### config.mk
export PLATFORM = sky130hd
export DESIGN_NAME = simple_cpu
export DESIGN_NICKNAME = d
export VERILOG_FILES = /design/src/rtl/simple_cpu.sv
export SDC_FILE = /design/constraint.sdc
export NUM_CORES = 1
export LEC_CHECK = 0
export BUFFER_PORTS_ARGS = -buffer_cell sky130_fd_sc_hd__buf_2
export CORE_UTILIZATION = 57
export CTS_CLUSTER_SIZE = 25
export DETAILED_ROUTE_END_ITERATION = 8
export HOLD_SLACK_MARGIN = 0.15
export PLACE_DENSITY = 0.85
export SKIP_CTS_REPAIR_TIMING = 1
export SYNTH_ARGS = -nofsm -noshare
export SYNTH_HDL_FRONTEND = slang
export SYNTH_SLANG_ARGS = --single-unit
### constraint.sdc
create_clock -name clk -period 4.2 [get_ports clk]
set_input_delay 0.63 -clock clk [delete_from_list [all_inputs] [get_ports clk]]
set_output_delay 0.63 -clock clk [all_outputs]
set_load 0.01 [all_outputs]
### src/rtl/simple_cpu.sv
`default_nettype none
// ============================================================================
// Module   : simple_cpu
// Purpose  : Minimal 8-bit accumulator processor. Executes one instruction
//            per clock from a hard-wired 16-word ROM, with a 16-byte data
//            RAM and a registered output port loaded only by OUT.
// Ports    : clk    - single clock, all state updates on rising edge
//            rst    - synchronous active-low reset (clears all state)
//            result - registered 8-bit program output
// Revision : 1.0 - initial release
// ============================================================================
module simple_cpu (
   input  logic       clk,
   input  logic       rst,
   output logic [7:0] result
);

   // Opcodes
   localparam logic [3:0] OP_NOP  = 4'h0;
   localparam logic [3:0] OP_LDI  = 4'h1;
   localparam logic [3:0] OP_ADDI = 4'h2;
   localparam logic [3:0] OP_SUBI = 4'h3;
   localparam logic [3:0] OP_LDA  = 4'h4;
   localparam logic [3:0] OP_STA  = 4'h5;
   localparam logic [3:0] OP_ADDM = 4'h6;
   localparam logic [3:0] OP_SUBM = 4'h7;
   localparam logic [3:0] OP_AND  = 4'h8;
   localparam logic [3:0] OP_OR   = 4'h9;
   localparam logic [3:0] OP_XOR  = 4'hA;
   localparam logic [3:0] OP_SHL  = 4'hB;
   localparam logic [3:0] OP_JMP  = 4'hC;
   localparam logic [3:0] OP_JZ   = 4'hD;
   localparam logic [3:0] OP_OUT  = 4'hE;
   localparam logic [3:0] OP_HLT  = 4'hF;

   // Architectural state
   logic [3:0] pc_q,     pc_d;
   logic [7:0] a_q,      a_d;
   logic       z_q,      z_d;
   logic       c_q,      c_d;
   logic       halt_q,   halt_d;
   logic [7:0] result_q, result_d;
   logic [7:0] mem_q [16];

   // Decode
   logic [7:0] instr;
   logic [3:0] opcode;
   logic [3:0] k;
   logic [7:0] mem_rd;
   logic       mem_we;
   logic [8:0] sum_imm;
   logic [8:0] dif_imm;
   logic [8:0] sum_mem;
   logic [8:0] dif_mem;

   // Program ROM, fetched combinationally from the current PC
   always_comb begin
      instr = 8'h00;
      case (pc_q)
         4'd0:    instr = 8'h15; // LDI 5
         4'd1:    instr = 8'h23; // ADDI 3
         4'd2:    instr = 8'hE0; // OUT
         4'd3:    instr = 8'h50; // STA 0
         4'd4:    instr = 8'h60; // ADDM 0
         4'd5:    instr = 8'hE0; // OUT
         4'd6:    instr = 8'h31; // SUBI 1
         4'd7:    instr = 8'hE0; // OUT
         4'd8:    instr = 8'hF0; // HLT
         default: instr = 8'h00;
      endcase
   end

   assign opcode = instr[7:4];
   assign k      = instr[3:0];
   assign mem_rd = mem_q[k];

   // 9-bit arithmetic: bit 8 is carry-out on add, borrow on subtract
   assign sum_imm = {1'b0, a_q} + {5'b0, k};
   assign dif_imm = {1'b0, a_q} - {5'b0, k};
   assign sum_mem = {1'b0, a_q} + {1'b0, mem_rd};
   assign dif_mem = {1'b0, a_q} - {1'b0, mem_rd};

   // Execute: next-state for every register
   always_comb begin
      pc_d     = pc_q + 4'd1;
      a_d      = a_q;
      z_d      = z_q;
      c_d      = c_q;
      halt_d   = halt_q;
      result_d = result_q;
      mem_we   = 1'b0;

      case (opcode)
         OP_NOP:  ;
         OP_LDI:  a_d = {4'b0000, k};
         OP_ADDI: begin a_d = sum_imm[7:0]; c_d = sum_imm[8]; end
         OP_SUBI: begin a_d = dif_imm[7:0]; c_d = dif_imm[8]; end
         OP_LDA:  a_d = mem_rd;
         OP_STA:  mem_we = 1'b1;
         OP_ADDM: begin a_d = sum_mem[7:0]; c_d = sum_mem[8]; end
         OP_SUBM: begin a_d = dif_mem[7:0]; c_d = dif_mem[8]; end
         OP_AND:  begin a_d = a_q & mem_rd; c_d = 1'b0; end
         OP_OR:   begin a_d = a_q | mem_rd; c_d = 1'b0; end
         OP_XOR:  begin a_d = a_q ^ mem_rd; c_d = 1'b0; end
         OP_SHL:  begin a_d = {a_q[6:0], 1'b0}; c_d = a_q[7]; end
         OP_JMP:  pc_d = k;
         OP_JZ:   if (z_q) pc_d = k;
         OP_OUT:  result_d = a_q;
         OP_HLT:  begin halt_d = 1'b1; pc_d = pc_q; end // PC parks on HLT
         default: ;
      endcase

      // Z tracks the new accumulator only for opcodes that write A
      case (opcode)
         OP_LDI, OP_ADDI, OP_SUBI, OP_LDA, OP_ADDM, OP_SUBM,
         OP_AND, OP_OR, OP_XOR, OP_SHL: z_d = (a_d == 8'h00);
         default: ;
      endcase
   end

   // State registers; reset wins over everything, halt freezes everything
   always_ff @(posedge clk) begin
      if (!rst) begin
         pc_q     <= 4'd0;
         a_q      <= 8'h00;
         z_q      <= 1'b0;
         c_q      <= 1'b0;
         halt_q   <= 1'b0;
         result_q <= 8'h00;
         for (int i = 0; i < 16; i++) begin
            mem_q[i] <= 8'h00;
         end
      end else if (!halt_q) begin
         pc_q     <= pc_d;
         a_q      <= a_d;
         z_q      <= z_d;
         c_q      <= c_d;
         halt_q   <= halt_d;
         result_q <= result_d;
         if (mem_we) begin
            mem_q[k] <= a_q;
         end
      end
   end

   assign result = result_q;

endmodule
`default_nettype wire

Word-level counts from Yosys, hierarchy flattened
Memories as Yosys holds them, arrays and structs flattened. A register that Yosys moved wholly into a read port is not among the register bits. Cells that the tools add are included.

Input bits: 2. ROM bits: 112. Memories kept: 2. Bits in registers: 22. Memory bits (writable): 128.

Reduce and logical (&&, ||, !) cells: 6. Bitwise logic cells: 5. Equality and inequality tests: 15. Mux-type cells: 16. $add $sub $neg: 5.

Memory list: mem_q (words 16, bits a word 8, read ports 1, clocked after memory_dff 0, wr ports 16, RTL line 43) `logic [7:0] mem_q [16];`; (no name shown) (words 16, bits a word 7, read ports 1, clocked after memory_dff 1, wr ports 0, RTL line 59) `case (pc_q)`.

Operator list (count): $pmux W8 S10 (1); $eq A4 B4 Y1 const B (8); $eq A4 B3 Y1 const B (4); $mux W4 (4); $pmux W4 S3 (1); $reduce_or A10 Y1 (1); $mux W1 (9); $add A8 B4 Y8 (1); $add A8 B8 Y8 (1); $and A8 B8 Y8 (1); $eq A4 B2 Y1 const B (2); $logic_not A8 Y1 (1); $mux W8 (1); $or A8 B8 Y8 (1); $reduce_or A8 Y1 (1); $sub A8 B4 Y8 (1); $sub A8 B8 Y8 (1); $xor A8 B8 Y8 (1); $reduce_and A2 Y1 (3); $add A4 B1 Y4 const B (1); $eq A4 B1 Y1 const B (1); $not A1 Y1 (2).

Longest topological paths before layout
Word-level depth: 8. Depth in mapped cells: 20. Depth with buffers taken out: 17.

Worst setup path before layout
OpenSTA, ideal clock, no wires.

Path type: register to register. From: register, netlist name instr[0]. To: register a_q[7]. Data required time: 4.112 ns. Arrival: 3.944 ns. Path slack: 0.169 ns. Cell stages (with the launch flop): 19. Cell sequence: dfxtp_1 > buf_6 > buf_2 > mux4_2 > a21oi_2 > ha_1 > nor2_1 > a21oi_1 > nor2_1 > a311oi_1 > inv_1 > ha_1 > nor2b_1 > o2111ai_1 > a31oi_1 > xnor2_1 > and4b_1 > mux2_4 > nor4_2.

Longest elaborated chain between the ends: 3. Elaborated cells between the ends (all ways): 9. Those cells by class: 4 x add/sub; 1 x mux; 3 x bitwise; 1 x memory.

RTL lines: $mem_v2 Z16 W8; $sub A8 B8 Y8 (tied with other cells) (RTL line 81) `assign dif_mem = {1'b0, a_q} - {1'b0, mem_rd};`; $pmux W8 S10 * (RTL line 93) `case (opcode)`; to (signal assigned) (RTL line 125) `a_q <= 8'h00;`; to (signal assigned) (RTL line 135) `a_q <= a_d;`; to (decl) (RTL line 38) `logic [7:0] a_q, a_d;`.

Every way passes the cells marked *; elsewhere a longest branch is shown, timed or not. A chain may end at the register's enable or synchronous reset.

Final worst setup path
From: register, netlist name instr[0]. To: register a_q[7].

Longest elaborated chain between the ends: 3. Elaborated cells between the ends (all ways): 9. Those cells by class: 4 x add/sub; 1 x mux; 3 x bitwise; 1 x memory.

RTL lines (RTL line): $mem_v2 Z16 W8; $sub A8 B8 Y8 (tied with other cells) (81); $pmux W8 S10 * (93).

Marks and branches as above.

==> out/metrics.cfg <==
[sta]
maxSlewHeadroom_pct=29.6
hold_viol=0
tightest_slew_ns=1.05
fin_ws_ns=0.123
fin_crit_ns=4.08
fin_skew_ns=0.0143
finalMaxSlewViolations=0
clock.fmax_mhz=245
final-setup-viol-count=0
fin_crit_sh_pct=97.1
rsz0062_at_grt=true
setup_tns_ns=0

[logic_synthesis]
syn_area_sq_um=5730
synth_top_family_by_area=simple AND/OR/NAND/NOR gates
ys_seq_area_share_pct=43.7
syn_area_per_cell_sq_um=10.5
synth_nets=583
yosysTopAreaCellShare_pct=33.5
synth-edff-count=64
synth_compound_area_share_pct=10.8
synth_top_cell_by_area=edfxtp_1
yosys.cell_types.count=62
synth-simple-area-share_pct=20.1
synth_xor_area_share_pct=0.764
async_flop_share_pct=0
yosys_warnings=0
netlist_instances=546
synthMuxAreaShare_pct=12.1
ys_seq_elements=93
post_synth_main_area_contributors=edfxtp_1, dfxtp_1, ha_1
synth_fa_ha_area_share_pct=7.77
ys.flop_type=edfxtp_1

[critical_path]
cp-start-kind=register
reg2reg_setup_slack_ns=0.12
crit_arrival_ns=4.36
r2r_cells=16
critPathLaunch=instr[0]
setup.worst_path.end=a_q[7]
cp_max_fo=8
cp_data_required_time_ns=4.49
critPathSlowestCell=mux4_1
crit_path_cell_trace=buf_4, mux4_1, mux2i_1, inv_2, nor2_1, nand2_1, a31oi_1, o221a_2, ha_1, or2_2, a21oi_1, a31oi_1, xnor2_2, and4b_1, mux2_4, nor4_2
timing.rr.end=a_q[7]
max_stage_delay_ns=0.57
rr_startpoint=instr[0]
crit_top_cell=a31oi_1
crit_type=reg -> reg
cp-end-kind=register

[clock_tree]
clock_sinks=93
htree_levels=3
clkLatencyLatePin_ns=0.38
clk_path_buf_depth=2
clockRootBuffer=clkbuf_8
tritoncts=yes
path_clk_slew_ns=0.09
cts_made_buffers=9

[global_routing]
grt_pass1_wl_mm=22.2
grt_overflow=0
antenna_found_initial=0
grt_pass1_vias=4120
grt_max_degree=28
grt_usage_pct=29.0

[pwr]
power_density_nw_per_um2=670
ir_drop_uv=433
p_leak_nw=2.58
total_power_mw=4.13

[place]
port_buffers=9
gp_congestion=0.933
dp_cells=664
dp_slack_ns=0.0995
dp_hpwl_mm=10.2

[layout]
fin_nets=579
multi_input_area_sq_um=2980
register_area_sq_um=2500
n_antenna_cell=0
nFillCells=750
synthToLayoutAreaGrowth_pct=7.49
stdcell_count=680
drive_gt1_share_pct=14.1

[floorplanning]
dieArea_sq_um=10500
boundaryPins=10
row_count=36
start_util_pct=58.6
core-area_sq_um=9770
die_h_um=102
fp.dieW_um=102

[outcome]
outcome=finished, final reports clean

[detailed_routing]
drt-pass1-iter-count=8
via_per_inst=6.62
drt_iter0_drc=460
avgRoutedWirePerCell_um=21.3
vias=4502
drc=0
ant_nets=0
totalWireLength_mm=14.5

[worst_hold_path]
holdPathStages=2
hp-class=reg -> reg

[job]
drv_cap=0

==> worst max-delay path: cells and delay by family (launching register included) <==
kind / cells / cell delay, ns
compound gates: 4 / 0.66
fa+ha+maj: 1 / 0.25
flops: 1 / 0.40
buf+inv: 2 / 0.36
xor+xnor: 1 / 0.21
simple gates: 5 / 0.99
mux: 3 / 1.11
==> where the power goes <==
part | switching [mW] | internal [mW]
clock network | 0.344 | 0.340
registers | 0.215 | 1.07
logic | 1.25 | 0.905
total | 1.81 | 2.32
==> routing by layer <==
| metal | up-vias | GRT usage [%] | part of all wire (%) |
|---|---|---|---|
| met3 | 53 | 3.49 | 8.0 |
| li1 | 2009 | - | - |
| met2 | 272 | 45.9 | 48 |
| met5 | - | 0 | 0 |
| met4 | 0 | 13.4 | 3.9 |
| met1 | 2168 | 39.9 | 40 |
==> placed cells by master, fill, tap and decap left out, drive strengths merged, types with 11 or more instances in the layout <==
cell    instances
nand2          35
inv            34
and3           47
mux2i          23
buf            24
nor2           39
mux4           17
dfxtp          29
ha             34
and2           29
edfxtp         64
nor3           11
a21oi          14
a211oi         13
o21ai          18
==> sequential cells by signal, indices dropped and copies added, names as in the netlist <==
| register | count |
|---|---|
| mem_q | 64 |
| a_q | 8 |
| instr | 7 |
| pc_q | 4 |
| z_q | 1 |
| result | 8 |
| halt_q | 1 |
==> cells by family after synthesis <==
| kind of cell | after synthesis |
|---|---|
| AOI/OAI and AO/OA | 87 |
| adders and majority gates | 35 |
| buffers and inverters | 71 |
| xor gates and xnor gates | 5 |
| muxes | 45 |
| DFF | 93 |
| and+or+nand+nor | 210 |
==> synth_stat cells (3+ instances only) <==
cell type  count
and3_1        47
o21ai_0       16
or3_1          3
nand4_1        4
a211oi_1      13
nor4_1         3
ha_1          34
dfxtp_1       29
mux2_2         3
mux4_2        13
nand3_1        5
inv_1         31
clkbuf_1      34
or2_2          3
buf_2          4
o211ai_1       7
nand2b_1       8
nor2_1        39
a21oi_1       13
mux4_1         4
o22ai_1        4
nand2_1       35
xnor2_1        3
a31oi_1        4
a22oi_1        3
edfxtp_1      64
nor3_1        11
mux2i_1       23
and2_1        29
nor2b_1       10
o32a_1         3
o221a_2        5
==> cell type report <==
type,count,share of cell area [%]
Tap cell,133,2.70
Sequential cell,93,40.6
Timing Repair Buffer,24,2.76
Clock buffer,9,2.01
Inverter,32,1.95
Clock inverter,7,1.58
Multi-Input combinational cell,382,48.4
==> through the flow <==
stage / util, % / hold slack (ns) / area [sq um]
floorplan: - / 0.514 / 5730
global placement: 60.6 / 0.470 / 5920
detailed placement: 60.6 / 0.480 / 5920
CTS: 62.9 / 0.508 / 6140
global route: 63.0 / 0.535 / 6160
finish: 63.0 / 0.499 / 6160
==> worst min-delay path by stage <==
stage / startpoint / end / slack [ns]
2_1_floorplan: a_q[4] / a_q[4] / 0.51
3_3_place_gp: result[3] / result[3] / 0.47
3_5_place_dp: result[6] / result[6] / 0.48
4_1_cts: result[3] / result[3] / 0.51
5_1_grt: result[6] / result[6] / 0.54
6_report: result[3] / result[3] / 0.50
Note: power is estimated with default switching activity, not from simulation.
